### config.mk
export PLATFORM = sky130hd
export DESIGN_NAME = uart_rx
export DESIGN_NICKNAME = d
export VERILOG_FILES = /design/src/rtl/uart_rx.sv
export SDC_FILE = /design/constraint.sdc
export NUM_CORES = 1
export LEC_CHECK = 0
export BUFFER_PORTS_ARGS = -buffer_cell sky130_fd_sc_hd__buf_2
export CORE_ASPECT_RATIO = 1.4
export CORE_MARGIN = 1.5
export CORE_UTILIZATION = 45
export CTS_BUF_LIST = sky130_fd_sc_hd__clkbuf_2
export CTS_CLUSTER_DIAMETER = 80
export CTS_CLUSTER_SIZE = 30
export DETAILED_ROUTE_END_ITERATION = 8
export GPL_TIMING_DRIVEN = 0
export PLACE_DENSITY = 0.58
export SETUP_SLACK_MARGIN = 0.3
export SYNTH_ARGS = -nofsm -noshare
export SYNTH_HDL_FRONTEND = slang
export SYNTH_SLANG_ARGS = --single-unit
### constraint.sdc
create_clock -name sys_clk_i -period 4.6 [get_ports sys_clk_i]
set_input_delay 0.23 -clock sys_clk_i [delete_from_list [all_inputs] [get_ports sys_clk_i]]
set_output_delay 0.23 -clock sys_clk_i [all_outputs]
set_load 0.02 [all_outputs]
### src/rtl/uart_rx.sv
// uart_rx: 8N1 serial receiver with 16x oversampling and a one-entry
// valid/ready output buffer. Flags framing errors and buffer overruns.
module uart_rx #(
  parameter int unsigned CLK_HZ = 100_000_000,
  parameter int unsigned BAUD   = 115200,
  parameter int unsigned ACC_W  = 28
) (
  input  logic       sys_clk_i,
  input  logic       sys_rstn_i,
  input  logic       uart_rx_i,
  output logic [7:0] uart_dat_o,
  output logic       uart_valid_o,
  input  logic       uart_rdy_i,
  output logic       uart_ferr_o,
  output logic       uart_ovr_o
);

  localparam logic [ACC_W-1:0] TICK_INC = ACC_W'(16 * BAUD);
  localparam logic [ACC_W-1:0] TICK_LIM = ACC_W'(CLK_HZ);

  typedef enum logic [2:0] {
    IDLE,
    START,
    DATA,
    STOP,
    WAIT_HI
  } state_t;

  logic             rx_p0;
  logic             rx_p1;
  logic [ACC_W-1:0] acc_q;
  logic [ACC_W-1:0] acc_sum;
  logic             tick;
  state_t           state_q;
  state_t           state_d;
  logic [3:0]       tcnt_q;
  logic [3:0]       tcnt_d;
  logic [2:0]       bcnt_q;
  logic [2:0]       bcnt_d;
  logic [7:0]       shift_q;
  logic [7:0]       shift_d;
  logic             dlv_q;
  logic             dlv_d;
  logic             ferr_d;

  // Stage p0 -> p1: two-flop synchronizer; rx_p1 is the only copy of the line
  // that the receiver logic looks at. Resets to the idle (high) level.
  always_ff @(posedge sys_clk_i) begin
    if (!sys_rstn_i) begin
      rx_p0 <= 1'b1;
      rx_p1 <= 1'b1;
    end else begin
      rx_p0 <= uart_rx_i;
      rx_p1 <= rx_p0;
    end
  end

  // Fractional tick generator: one tick per 1/16 bit on average. Free-running,
  // never re-phased on a start edge; the mid-bit sample absorbs the jitter.
  assign acc_sum = acc_q + TICK_INC;
  assign tick    = (acc_sum >= TICK_LIM);

  always_ff @(posedge sys_clk_i) begin
    if (!sys_rstn_i) begin
      acc_q <= '0;
    end else if (tick) begin
      acc_q <= acc_sum - TICK_LIM;
    end else begin
      acc_q <= acc_sum;
    end
  end

  // Frame FSM state, counters, deliver strobe and framing-error pulse.
  always_ff @(posedge sys_clk_i) begin
    if (!sys_rstn_i) begin
      state_q     <= IDLE;
      tcnt_q      <= '0;
      bcnt_q      <= '0;
      dlv_q       <= 1'b0;
      uart_ferr_o <= 1'b0;
    end else begin
      state_q     <= state_d;
      tcnt_q      <= tcnt_d;
      bcnt_q      <= bcnt_d;
      dlv_q       <= dlv_d;
      uart_ferr_o <= ferr_d;
    end
  end

  // Assembly register: pure data, only meaningful once a frame completes.
  always_ff @(posedge sys_clk_i) begin
    shift_q <= shift_d;
  end

  // Next-state logic: start bit checked at its centre (8 ticks in), then each
  // following bit sampled 16 ticks after the previous sample point.
  always_comb begin
    state_d = state_q;
    tcnt_d  = tcnt_q;
    bcnt_d  = bcnt_q;
    shift_d = shift_q;
    dlv_d   = 1'b0;
    ferr_d  = 1'b0;
    case (state_q)
      IDLE: begin
        if (!rx_p1) begin
          state_d = START;
          tcnt_d  = '0;
        end
      end
      START: begin
        if (tick) begin
          if (tcnt_q == 4'd7) begin
            if (rx_p1) begin
              state_d = IDLE;
            end else begin
              state_d = DATA;
              tcnt_d  = '0;
              bcnt_d  = '0;
            end
          end else begin
            tcnt_d = tcnt_q + 4'd1;
          end
        end
      end
      DATA: begin
        if (tick) begin
          if (tcnt_q == 4'd15) begin
            shift_d[bcnt_q] = rx_p1;
            tcnt_d          = '0;
            if (bcnt_q == 3'd7) begin
              state_d = STOP;
            end else begin
              bcnt_d = bcnt_q + 3'd1;
            end
          end else begin
            tcnt_d = tcnt_q + 4'd1;
          end
        end
      end
      STOP: begin
        if (tick) begin
          if (tcnt_q == 4'd15) begin
            tcnt_d = '0;
            if (rx_p1) begin
              dlv_d   = 1'b1;
              state_d = IDLE;
            end else begin
              ferr_d  = 1'b1;
              state_d = WAIT_HI;
            end
          end else begin
            tcnt_d = tcnt_q + 4'd1;
          end
        end
      end
      WAIT_HI: begin
        // A held-low line (break) raises one error only; wait for idle.
        if (rx_p1) begin
          state_d = IDLE;
        end
      end
      default: begin
        state_d = IDLE;
      end
    endcase
  end

  // One-entry output buffer. A consumer accept on the deliver cycle frees the
  // slot in time for the new byte, so valid stays high and nothing is lost.
  always_ff @(posedge sys_clk_i) begin
    if (!sys_rstn_i) begin
      uart_dat_o   <= '0;
      uart_valid_o <= 1'b0;
      uart_ovr_o   <= 1'b0;
    end else begin
      uart_ovr_o <= 1'b0;
      if (dlv_q) begin
        if (!uart_valid_o || uart_rdy_i) begin
          uart_dat_o   <= shift_q;
          uart_valid_o <= 1'b1;
        end else begin
          uart_ovr_o <= 1'b1;
        end
      end else if (uart_valid_o && uart_rdy_i) begin
        uart_valid_o <= 1'b0;
      end
    end
  end

endmodule

==> results of run 1 <==
[placed cells by master, fill, tap and decap left out, types with 3 or more instances in the layout]
master,count
sky130_fd_sc_hd__nor3_1,7
sky130_fd_sc_hd__nor4_1,6
sky130_fd_sc_hd__nand3_1,13
sky130_fd_sc_hd__a31oi_1,4
sky130_fd_sc_hd__o21a_1,3
sky130_fd_sc_hd__o211ai_1,4
sky130_fd_sc_hd__a21oi_1,17
sky130_fd_sc_hd__nand2_1,42
sky130_fd_sc_hd__nor2_1,31
sky130_fd_sc_hd__o21ai_0,7
sky130_fd_sc_hd__ha_1,7
sky130_fd_sc_hd__inv_1,10
sky130_fd_sc_hd__nand2b_1,18
sky130_fd_sc_hd__nor4b_1,5
sky130_fd_sc_hd__clkbuf_2,7
sky130_fd_sc_hd__or2_2,3
sky130_fd_sc_hd__a211oi_1,5
sky130_fd_sc_hd__dfxtp_1,44
sky130_fd_sc_hd__edfxtp_1,8
sky130_fd_sc_hd__xnor2_1,8
sky130_fd_sc_hd__mux2i_1,28
sky130_fd_sc_hd__buf_2,16
sky130_fd_sc_hd__nor3b_1,3
sky130_fd_sc_hd__nor2b_1,5
sky130_fd_sc_hd__xor2_1,8
sky130_fd_sc_hd__clkbuf_1,11
sky130_fd_sc_hd__or3_1,4
[path summary, 6_finish.rpt]
path / startpoint / end / slack, ns
setup reg to reg: acc_q[13] / shift_q[3] / 1.52
hold / removal: uart_rdy_i / uart_valid_o / 0.05
setup / recovery: acc_q[13] / shift_q[3] / 1.52
hold reg to reg: rx_p0 / rx_p1 / 0.48
[sequential cells by signal (all words and copies together), names as in the netlist]
| name | count |
|---|---|
| uart_ferr_o | 1 |
| uart_ovr_o | 1 |
| tcnt_q | 4 |
| bcnt_q | 3 |
| acc_q | 20 |
| shift_q | 8 |
| rx_p1 | 1 |
| uart_valid_o | 1 |
| state_q | 3 |
| rx_p0 | 1 |
| dlv_q | 1 |
| uart_dat_o | 8 |
[layout make-up]
type | instances | area, um^2 | area share
Buffer | 20 | 101 | 0.0294
Clock buffer | 6 | 30.0 | 0.00870
Clock inverter | 2 | 35.0 | 0.0101
Inverter | 11 | 41.3 | 0.0120
Multi-Input combinational cell | 277 | 1920 | 0.557
Sequential cell | 52 | 1120 | 0.325
Tap cell | 95 | 119 | 0.0344
Timing Repair Buffer | 15 | 80.1 | 0.0232
[metrics by stage]
step,hold slack (ns),util
final,0.0539,0.501
after detailed placement,0.396,0.490
after global routing,0.0107,0.501
after global placement,0.392,0.490
after floorplan,0.331,-
after CTS,0.0142,0.501
[kinds of logic (layout without fill, tap and decap cells)]
logic type      after synthesis  count (layout)  share of synthesized area
xor+xnor                     18              18                     0.0577
fa+ha+maj                     7               7                     0.0275
buf+inv                      31              54                     0.0447
compound gates               69              69                      0.167
simple gates                154             154                      0.260
mux                          29              29                     0.0914
flops                        52              52                      0.352
[power groups by stage]
stage	clock network, mW	logic, mW	registers (mW)
after floorplan	0	0.155	0.508
after global placement	0	0.192	0.513
after detailed placement	0	0.194	0.513
after CTS	0.255	0.195	0.505
after global routing	0.274	0.216	0.508
final	0.242	0.196	0.505
[repair_timing]
| item | 4_1_cts | 5_1_grt |
|---|---|---|
| hold buffers | 1 | 0 |
| hold endpoints to repair | 1 | 0 |
| resized for setup | 0 | 0 |
[critical path: cells and delay by family, from the launching register on]
family	cells	cell delay [ns]
AND/OR/NAND/NOR	4	1.01
flip-flops	1	0.62
AO/OA/AOI/OAI	3	0.65
adder cells (fa/ha/maj)	1	0.37
buffers and inverters	1	0.11
[layer usage]
metal | share of wire | routed length, um | up-vias
li1 | - | - | 1336
met1 | 0.44 | 3140 | 1224
met4 | 0.0079 | 56 | 0
met5 | 0 | 0 | -
met2 | 0.53 | 3770 | 57
met3 | 0.021 | 148 | 5
==> metrics, run 1 <==
critical path cell sequence=inv_1 > ha_1 > nand2b_1 > a2111oi_4 > a211oi_1 > o21ai_2 > and4b_1 > nor2_2 > nor4_1; critical path arrival=3.20 ns; f_max=325 MHz; portion of the clock cycle consumed by the worst path in the final layout=0.669; Post-Place Worst Slack=1.53 ns; max capacitance violation total=0; switching portion of total power=0.311; most used flip-flop cell after synthesis=sky130_fd_sc_hd__dfxtp_1; count of different cell masters after synthesis=70; H-tree level count=2; Cell Int Power=650 uW; half-perimeter wire length after detailed placement=5190 um; number of design-rule violations left by the first detailed-router iteration=103; CP Max Fanout=10; Hold WC Path Type=input port to flop; Netlist Area Pre-Place=3190 um^2; fraction of the yosys area taken by sequential cells=0.352; area growth from synthesis to layout=8.28%; cell type with the highest aggregate area in the netlist=sky130_fd_sc_hd__dfxtp_1; vias after detailed routing=2622; CTS tree=built; post-layout instance area=3450 um^2; tightest slew margin relative to the limit=0.594; Avg Synthesized Cell Area=8.86 um^2; kind of capture point of the worst setup path=flop; worst supply voltage drop on vdd=0.157 mV; total power density per cell area=273 nW/um^2; Remaining Overflow, GRT=0; net switching power=293 uW; share of total power in the clock network=0.257; antenna-violating nets left=0; combinational power share=0.208; # IOs=15; maximum root-to-sink buffer count=2; most numerous cell types in the synthesized netlist=sky130_fd_sc_hd__dfxtp_1 (44), sky130_fd_sc_hd__nand2_1 (42), sky130_fd_sc_hd__nor2_1 (31), sky130_fd_sc_hd__mux2i_1 (28), sky130_fd_sc_hd__nand2b_1 (18); maximum single-stage delay on the critical path=0.62 ns; met1 track demand over resource in global routing=0.224; leakage power=1.30 nW; count of TritonRoute iterations in the first routing pass=4; cell types occupying the most area after synthesis=sky130_fd_sc_hd__dfxtp_1 (28%), sky130_fd_sc_hd__mux2i_1 (8.8%), sky130_fd_sc_hd__edfxtp_1 (7.5%); slew of the pin with the lowest slew margin=0.594 ns; global-route wire length before repair=11600 um; total routed wirelength=7120 um; vias in the first global route=2432; width of the die=74.1 um; Vert. Die Dim=103 um; post-layout instance count excluding filler cells=478; cell type of the slowest stage on the worst timing path=sky130_fd_sc_hd__dfxtp_1; RSZ-0062 raised after global routing=no; Nets=393; startpoint kind of the worst setup timing path=flop; fraction of power consumed by sequential logic=0.535; Setup TNS=0 ns; register bit count reported by yosys=52; clk_skew=0.0241 ns; Core ar.=6890 um^2; number of synthesized flops with an enable pin=8; buffer type at the clock tree root=sky130_fd_sc_hd__clkbuf_2; diode count=0; Initial Utilization=0.463; result of the run=completed; final hold vios=0; clock input transition at the sequential cells of the worst setup and hold paths=0.26 ns; total number of placement rows=36; most used routing layer=met2; GP Congestion=0.779; average detailed-routed wire length per instance=14.9 um; dpl cell area=3380 um^2; met3 Resource Use GR=0.0235; share of synthesized flip-flops with an asynchronous set or reset=0; total instance count after detailed placement=469; dominant cell by count in the synthesized netlist=sky130_fd_sc_hd__dfxtp_1; Worst Setup Path Type=flop to flop; max-slew violation count=0; largest net degree at the start of global routing=16; drt drc=0; min setup slack post-route=1.52 ns; post-synth top area share=0.276; total of fill cells in the finished design=679; net count after synthesis=371; Ys Warns=0; worst-case reg-to-reg path depth=9; Port-buffer cells=14; Worst-Skew Late Latency=0.43 ns; Final Setup Violations=0; Final min period=3.08 ns; global-route met2 utilization=0.371; Post-CTS Setup Repair Bufs=0; sinks on the clock net=52; Total Power=943 uW; number of cells on the worst hold path=4; layout cells sized above 1=0.136; floorplan die area=7610 um^2; required time worst endpoint=4.72 ns; Post-Syn Instances=360; Avg Vias per Cell=5.49; total routing usage reported by global routing=0.195; number of buffers created by CTS=5; number of antenna violations at the first check in global routing=0
No activity file was read; power rests on OpenSTA's default activity.
==> run 2, diff against run 1 <==
Settings changed: PLACE_DENSITY 0.58 to 0.61.
Clock period 4.6 ns to 2.5 ns, I/O delays scaled along.
==> metrics, run 2 (same netlist as run 1, synthesis figures left out) <==
result of the run=finished, violations left; violated checks=setup timing; total instance count after detailed placement=469; buffer and inverter count on the worst path=1; antenna-violating nets left=0; Initial Utilization=0.463; diode count=0; portion of the clock cycle consumed by the worst path in the final layout=1.01; GP Congestion=0.782; dpl cell area=3530 um^2; total of fill cells in the finished design=558; Nets=431; number of buffers created by CTS=5; Remaining Overflow, GRT=0; critical path cell sequence=ha_4 > nand4_4 > mux2i_2 > mux2i_2 > o41ai_4 > nand4b_4 > buf_8 > a2111oi_4 > mux2i_1; critical path arrival=2.95 ns; width of the die=74.1 um; H-tree level count=2; total number of placement rows=36; slew of the pin with the lowest slew margin=0.676 ns; Total Power=1.85 mW; Final min period=2.51 ns; tightest slew margin relative to the limit=0.549; footprint of the multi-input gates=2430 um^2; Vert. Die Dim=103 um; area growth from synthesis to layout=39.5%; Worst Setup Path Type=flop to flop; CTS tree=built; Hold Crit Start=uart_rx_i; leakage power=1.65 nW; maximum single-stage delay on the critical path=0.45 ns; most frequent standard cell in the layout excluding fill and tap cells=sky130_fd_sc_hd__nand2_1; cell type of the slowest stage on the worst timing path=sky130_fd_sc_hd__dfxtp_4; number of design-rule violations left by the first detailed-router iteration=146; total routing usage reported by global routing=0.236; post-layout instance count excluding filler cells=516; number of flip-flops in the largest register=20; max capacitance violation total=0; sequential cell area=1150 um^2; kind of capture point of the worst setup path=flop; count of TritonRoute iterations in the first routing pass=4; layout cells sized above 1=0.371; Avg Vias per Cell=5.61; Hold WC Path Type=input port to flop; startpoint kind of the worst setup timing path=flop; cell repeated most along the worst path=sky130_fd_sc_hd__mux2i_2; total power density per cell area=415 nW/um^2; RSZ-0062 raised after global routing=yes; clk_skew=0.0401 ns; floorplan die area=7610 um^2; CP Max Fanout=7; maximum root-to-sink buffer count=2; Reg2Reg Launch Point=acc_q[13]; number of antenna violations at the first check in global routing=0; Core ar.=6890 um^2; sinks on the clock net=52; total routed wirelength=8710 um; drt drc=0; largest reg by FF count=acc_q; max-slew violation count=0; origin of the worst setup path=acc_q[13]; Final Setup Violations=1; Top Family by Delay on Critical Path=multiplexers; min setup slack post-route=-0.0127 ns; clock input transition at the sequential cells of the worst setup and hold paths=0.27 ns; vias after detailed routing=2894; required time worst endpoint=2.94 ns; Worst-Skew Late Latency=0.52 ns; buffer type at the clock tree root=sky130_fd_sc_hd__clkbuf_2; global-route wire length before repair=13700 um; # IOs=15; largest net degree at the start of global routing=17; post-layout instance area=4450 um^2; Port-buffer cells=14; average detailed-routed wire length per instance=16.9 um; worst supply voltage drop on vdd=0.257 mV; final hold vios=0; highest-count cells in the layout ignoring fill and taps=sky130_fd_sc_hd__nand2_1 (41), sky130_fd_sc_hd__dfxtp_1 (33), sky130_fd_sc_hd__nor2_1 (30); vias in the first global route=2917; half-perimeter wire length after detailed placement=5560 um; f_max=398 MHz; largest registers=acc_q: 20 flops, shift_q: 8 flops, uart_dat_o: 8 flops
## run 2: cell count changes in the layout (fill, tap and decap cells not counted), moves of 6 or more
cell,before,now
sky130_fd_sc_hd__buf_4,2,25
sky130_fd_sc_hd__dfxtp_1,44,33
sky130_fd_sc_hd__a21oi_1,17,8
sky130_fd_sc_hd__dfxtp_4,0,7
sky130_fd_sc_hd__a21oi_4,0,6
sky130_fd_sc_hd__buf_12,0,6
## run 2: timing repair
| action | 4_1_cts | 5_1_grt |
|---|---|---|
| hold endpoints to repair | 4 | 0 |
| pin swaps | 17 | 19 |
| gates resized for setup | 60 | 37 |
| gates cloned | 3 | 2 |
| setup buffers | 25 | 6 |
| endpoints found under the setup margin | 40 | 40 |
| hold buffers | 3 | 0 |
## run 2: per-stage QoR
stage          hold WS (ns)  setup TNS (ns)  setup slack [ns]  utilization
2_1_floorplan         0.226               0             0.210            -
3_3_place_gp          0.304          -0.279            -0.102        0.512
3_5_place_dp          0.312          -0.988            -0.165        0.512
4_1_cts               0.344               0            0.0145        0.607
5_1_grt               0.352           -1.04            -0.117        0.645
6_report              0.327         -0.0127           -0.0127        0.645
## run 2: routing by layer
layer	routed length, um	GRT usage	share of wire	vias up
li1	-	-	-	1410
met2	4830	0.454	0.55	49
met4	253	0.113	0.029	0
met3	208	0.0381	0.024	20
met1	3420	0.240	0.39	1415
met5	0	0	0	-
## run 2: path summary, 6_finish.rpt
kind | end | slack [ns] | cells past startpoint
min reg2reg | rx_p1 | 0.46 | 1
max | acc_q[11] | -0.01 | 9
min | rx_p0 | 0.33 | 3
max reg2reg | acc_q[11] | -0.01 | 9
## run 2: worst min-delay path: stages
cell and delay [ns]:
sky130_fd_sc_hd__dlygate4sd3_1 0.52, sky130_fd_sc_hd__buf_2 0.09, sky130_fd_sc_hd__nand2b_1 0.08
## run 2: layout make-up
class                      count  share of cell area
multi-input combinational    277               0.547
sequential                    52               0.259
timing repair buffer          53               0.113
buffer                        20              0.0349
tap                           95              0.0267
inverter                      11             0.00985
clock buffer                   5             0.00563
clock inverter                 3             0.00422
## run 2: power by group
group	internal, mW	switching [mW]	total (mW)	leakage, nW
clock	0.0642	0.305	0.369	0.0226
sequential	0.886	0.0412	0.927	0.433
combinational	0.234	0.315	0.549	1.19
total	1.18	0.661	1.85	1.65
==> run 3, diff against run 2 <==
Settings changed: CORE_UTILIZATION 45 to 30, PLACE_DENSITY 0.61 to 0.43, SLEW_MARGIN set to 20.
==> metrics, run 3 (same netlist as run 1, synthesis figures left out) <==
result of the run=completed; sinks on the clock net=52; required time worst endpoint=2.68 ns; drt drc=0; Hold WC Path Type=input port to flop; most frequent standard cell in the layout excluding fill and tap cells=sky130_fd_sc_hd__nand2_1; largest net degree at the start of global routing=17; layout cells sized above 1=0.360; total instance count after detailed placement=512; clock input transition at the sequential cells of the worst setup and hold paths=0.27 ns; critical path arrival=2.67 ns; max capacitance violation total=0; total power density per cell area=418 nW/um^2; global-route wire length before repair=14600 um; startpoint kind of the worst setup timing path=flop; footprint of the multi-input gates=2380 um^2; number of buffers created by CTS=5; R2R Setup Slk=0.02 ns; vias after detailed routing=2848; total of fill cells in the finished design=1082; vias in the first global route=2939; Final Setup Violations=0; sequential cell area=1150 um^2; clk_skew=0.0351 ns; hold slack final=0.373 ns; largest reg by FF count=acc_q; Post-Place Worst Slack=-0.134 ns; Avg Vias per Cell=5.09; Final min period=2.48 ns; post-layout instance count excluding filler cells=560; tightest slew margin relative to the limit=0.550; Setup TNS=0 ns; leakage power=1.61 nW; half-perimeter wire length after detailed placement=6040 um; worst supply voltage drop on vdd=0.180 mV; max-slew violation count=0; width of the die=90.1 um; total routing usage reported by global routing=0.161; slew of the pin with the lowest slew margin=0.674 ns; Cell Int Power=1.17 mW; total routed wirelength=8750 um; largest registers=acc_q: 20 flops, shift_q: 8 flops, uart_dat_o: 8 flops; average detailed-routed wire length per instance=15.6 um; CP Max Fanout=10; Worst Setup Path Type=flop to flop; diode count=0; number of flip-flops in the largest register=20; cell type of the slowest stage on the worst timing path=sky130_fd_sc_hd__dfxtp_4; detailed-routed wire length on met2=5010 um; portion of the clock cycle consumed by the worst path in the final layout=0.993; CTS tree=built; total number of placement rows=44; Core ar.=10300 um^2; combinational power share=0.290; H-tree level count=2; area growth from synthesis to layout=36.6%; f_max=403 MHz; buffer type at the clock tree root=sky130_fd_sc_hd__clkbuf_2; Remaining Overflow, GRT=0; critical path cell sequence=ha_4 > xnor2_4 > a2111oi_4 > a211oi_2 > o21ai_2 > and4b_2 > nor2_4 > nor4bb_1; Total Power=1.82 mW; Port-buffer cells=14; share of total power in the clock network=0.199; number of antenna violations at the first check in global routing=0; kind of capture point of the worst setup path=flop; number of design-rule violations left by the first detailed-router iteration=112; Post-Route M1 WL=3410 um; Nets=432; maximum single-stage delay on the critical path=0.44 ns; # IOs=15; net switching power=649 uW; GP Congestion=0.782; Initial Utilization=0.308; Detail Route met3 WL=208 um; fraction of power consumed by sequential logic=0.511; top routing layer in use=met4; floorplan die area=11300 um^2; antenna-violating nets left=0; min setup slack post-route=0.0179 ns; switching portion of total power=0.356; maximum root-to-sink buffer count=2; final hold vios=0; RSZ-0062 raised after global routing=yes; Vert. Die Dim=125 um; count of TritonRoute iterations in the first routing pass=4; Worst-Skew Late Latency=0.48 ns; highest-count cells in the layout ignoring fill and taps=sky130_fd_sc_hd__nand2_1 (42), sky130_fd_sc_hd__dfxtp_1 (32), sky130_fd_sc_hd__nor2_1 (30)
==> run 3: cell count changes in the layout (fill, tap and decap cells not counted), moves of 3 or more <==
cell | before | now
sky130_fd_sc_hd__buf_4 | 25 | 28
sky130_fd_sc_hd__buf_12 | 6 | 3
sky130_fd_sc_hd__buf_6 | 4 | 11
sky130_fd_sc_hd__a21oi_4 | 6 | 3
sky130_fd_sc_hd__buf_16 | 3 | 0
sky130_fd_sc_hd__nor4b_4 | 0 | 3
sky130_fd_sc_hd__nor4b_2 | 5 | 2
==> run 3: path summary, 6_finish.rpt <==
| check | start | cells after the start | end |
|---|---|---|---|
| setup / recovery | acc_q[13] | 8 | shift_q[4] |
| setup reg to reg | acc_q[13] | 8 | shift_q[4] |
| hold reg to reg | rx_p0 | 1 | rx_p1 |
| hold / removal | uart_rx_i | 3 | rx_p0 |
==> run 3: power by group through the flow <==
stage,clock network (mW),registers [mW],logic [mW]
floorplan,0,0.939,0.314
global placement,0,0.951,0.391
detailed placement,0,0.952,0.397
CTS,0.385,0.932,0.464
global route,0.410,0.938,0.578
finish,0.363,0.930,0.528
==> run 3: through the flow <==
step                instance area, um^2  utilization
global placement                   3580        0.346
floorplan                          3340            -
detailed placement                 3580        0.346
CTS                                4030        0.390
finish                             4360        0.421
global route                       4360        0.421
==> run 3: area by class of cell <==
| cell class | count | area share |
|---|---|---|
| Buffer | 20 | 0.0330 |
| Clock buffer | 5 | 0.00575 |
| Clock inverter | 3 | 0.00431 |
| Inverter | 11 | 0.0101 |
| Multi-Input combinational cell | 277 | 0.547 |
| Sequential cell | 52 | 0.264 |
| Tap cell | 138 | 0.0396 |
| Timing Repair Buffer | 54 | 0.0959 |
==> run 3: what timing repair did <==
action                     4_1_cts  5_1_grt
pin swaps                       11       21
gates resized for setup         37       50
buffers inserted                25       11
setup endpoints to repair       40       40
cloned                           0        1
hold endpoints to repair         4        0
hold buffers                     3        0
==> run 3: worst max-delay path, delay by kind of cell, from the launching register on <==
kind,cells,cell delay [ns]
DFF,1,0.44
and+or+nand+nor,3,0.72
AOI/OAI and AO/OA,3,0.68
xor gates and xnor gates,1,0.16
adders and majority gates,1,0.20
==> run 3: layer usage <==
layer / GRT usage / vias up
met5: 0 / -
met4: 0.0514 / 0
met3: 0.0182 / 9
met2: 0.327 / 46
met1: 0.168 / 1381
li1: - / 1412
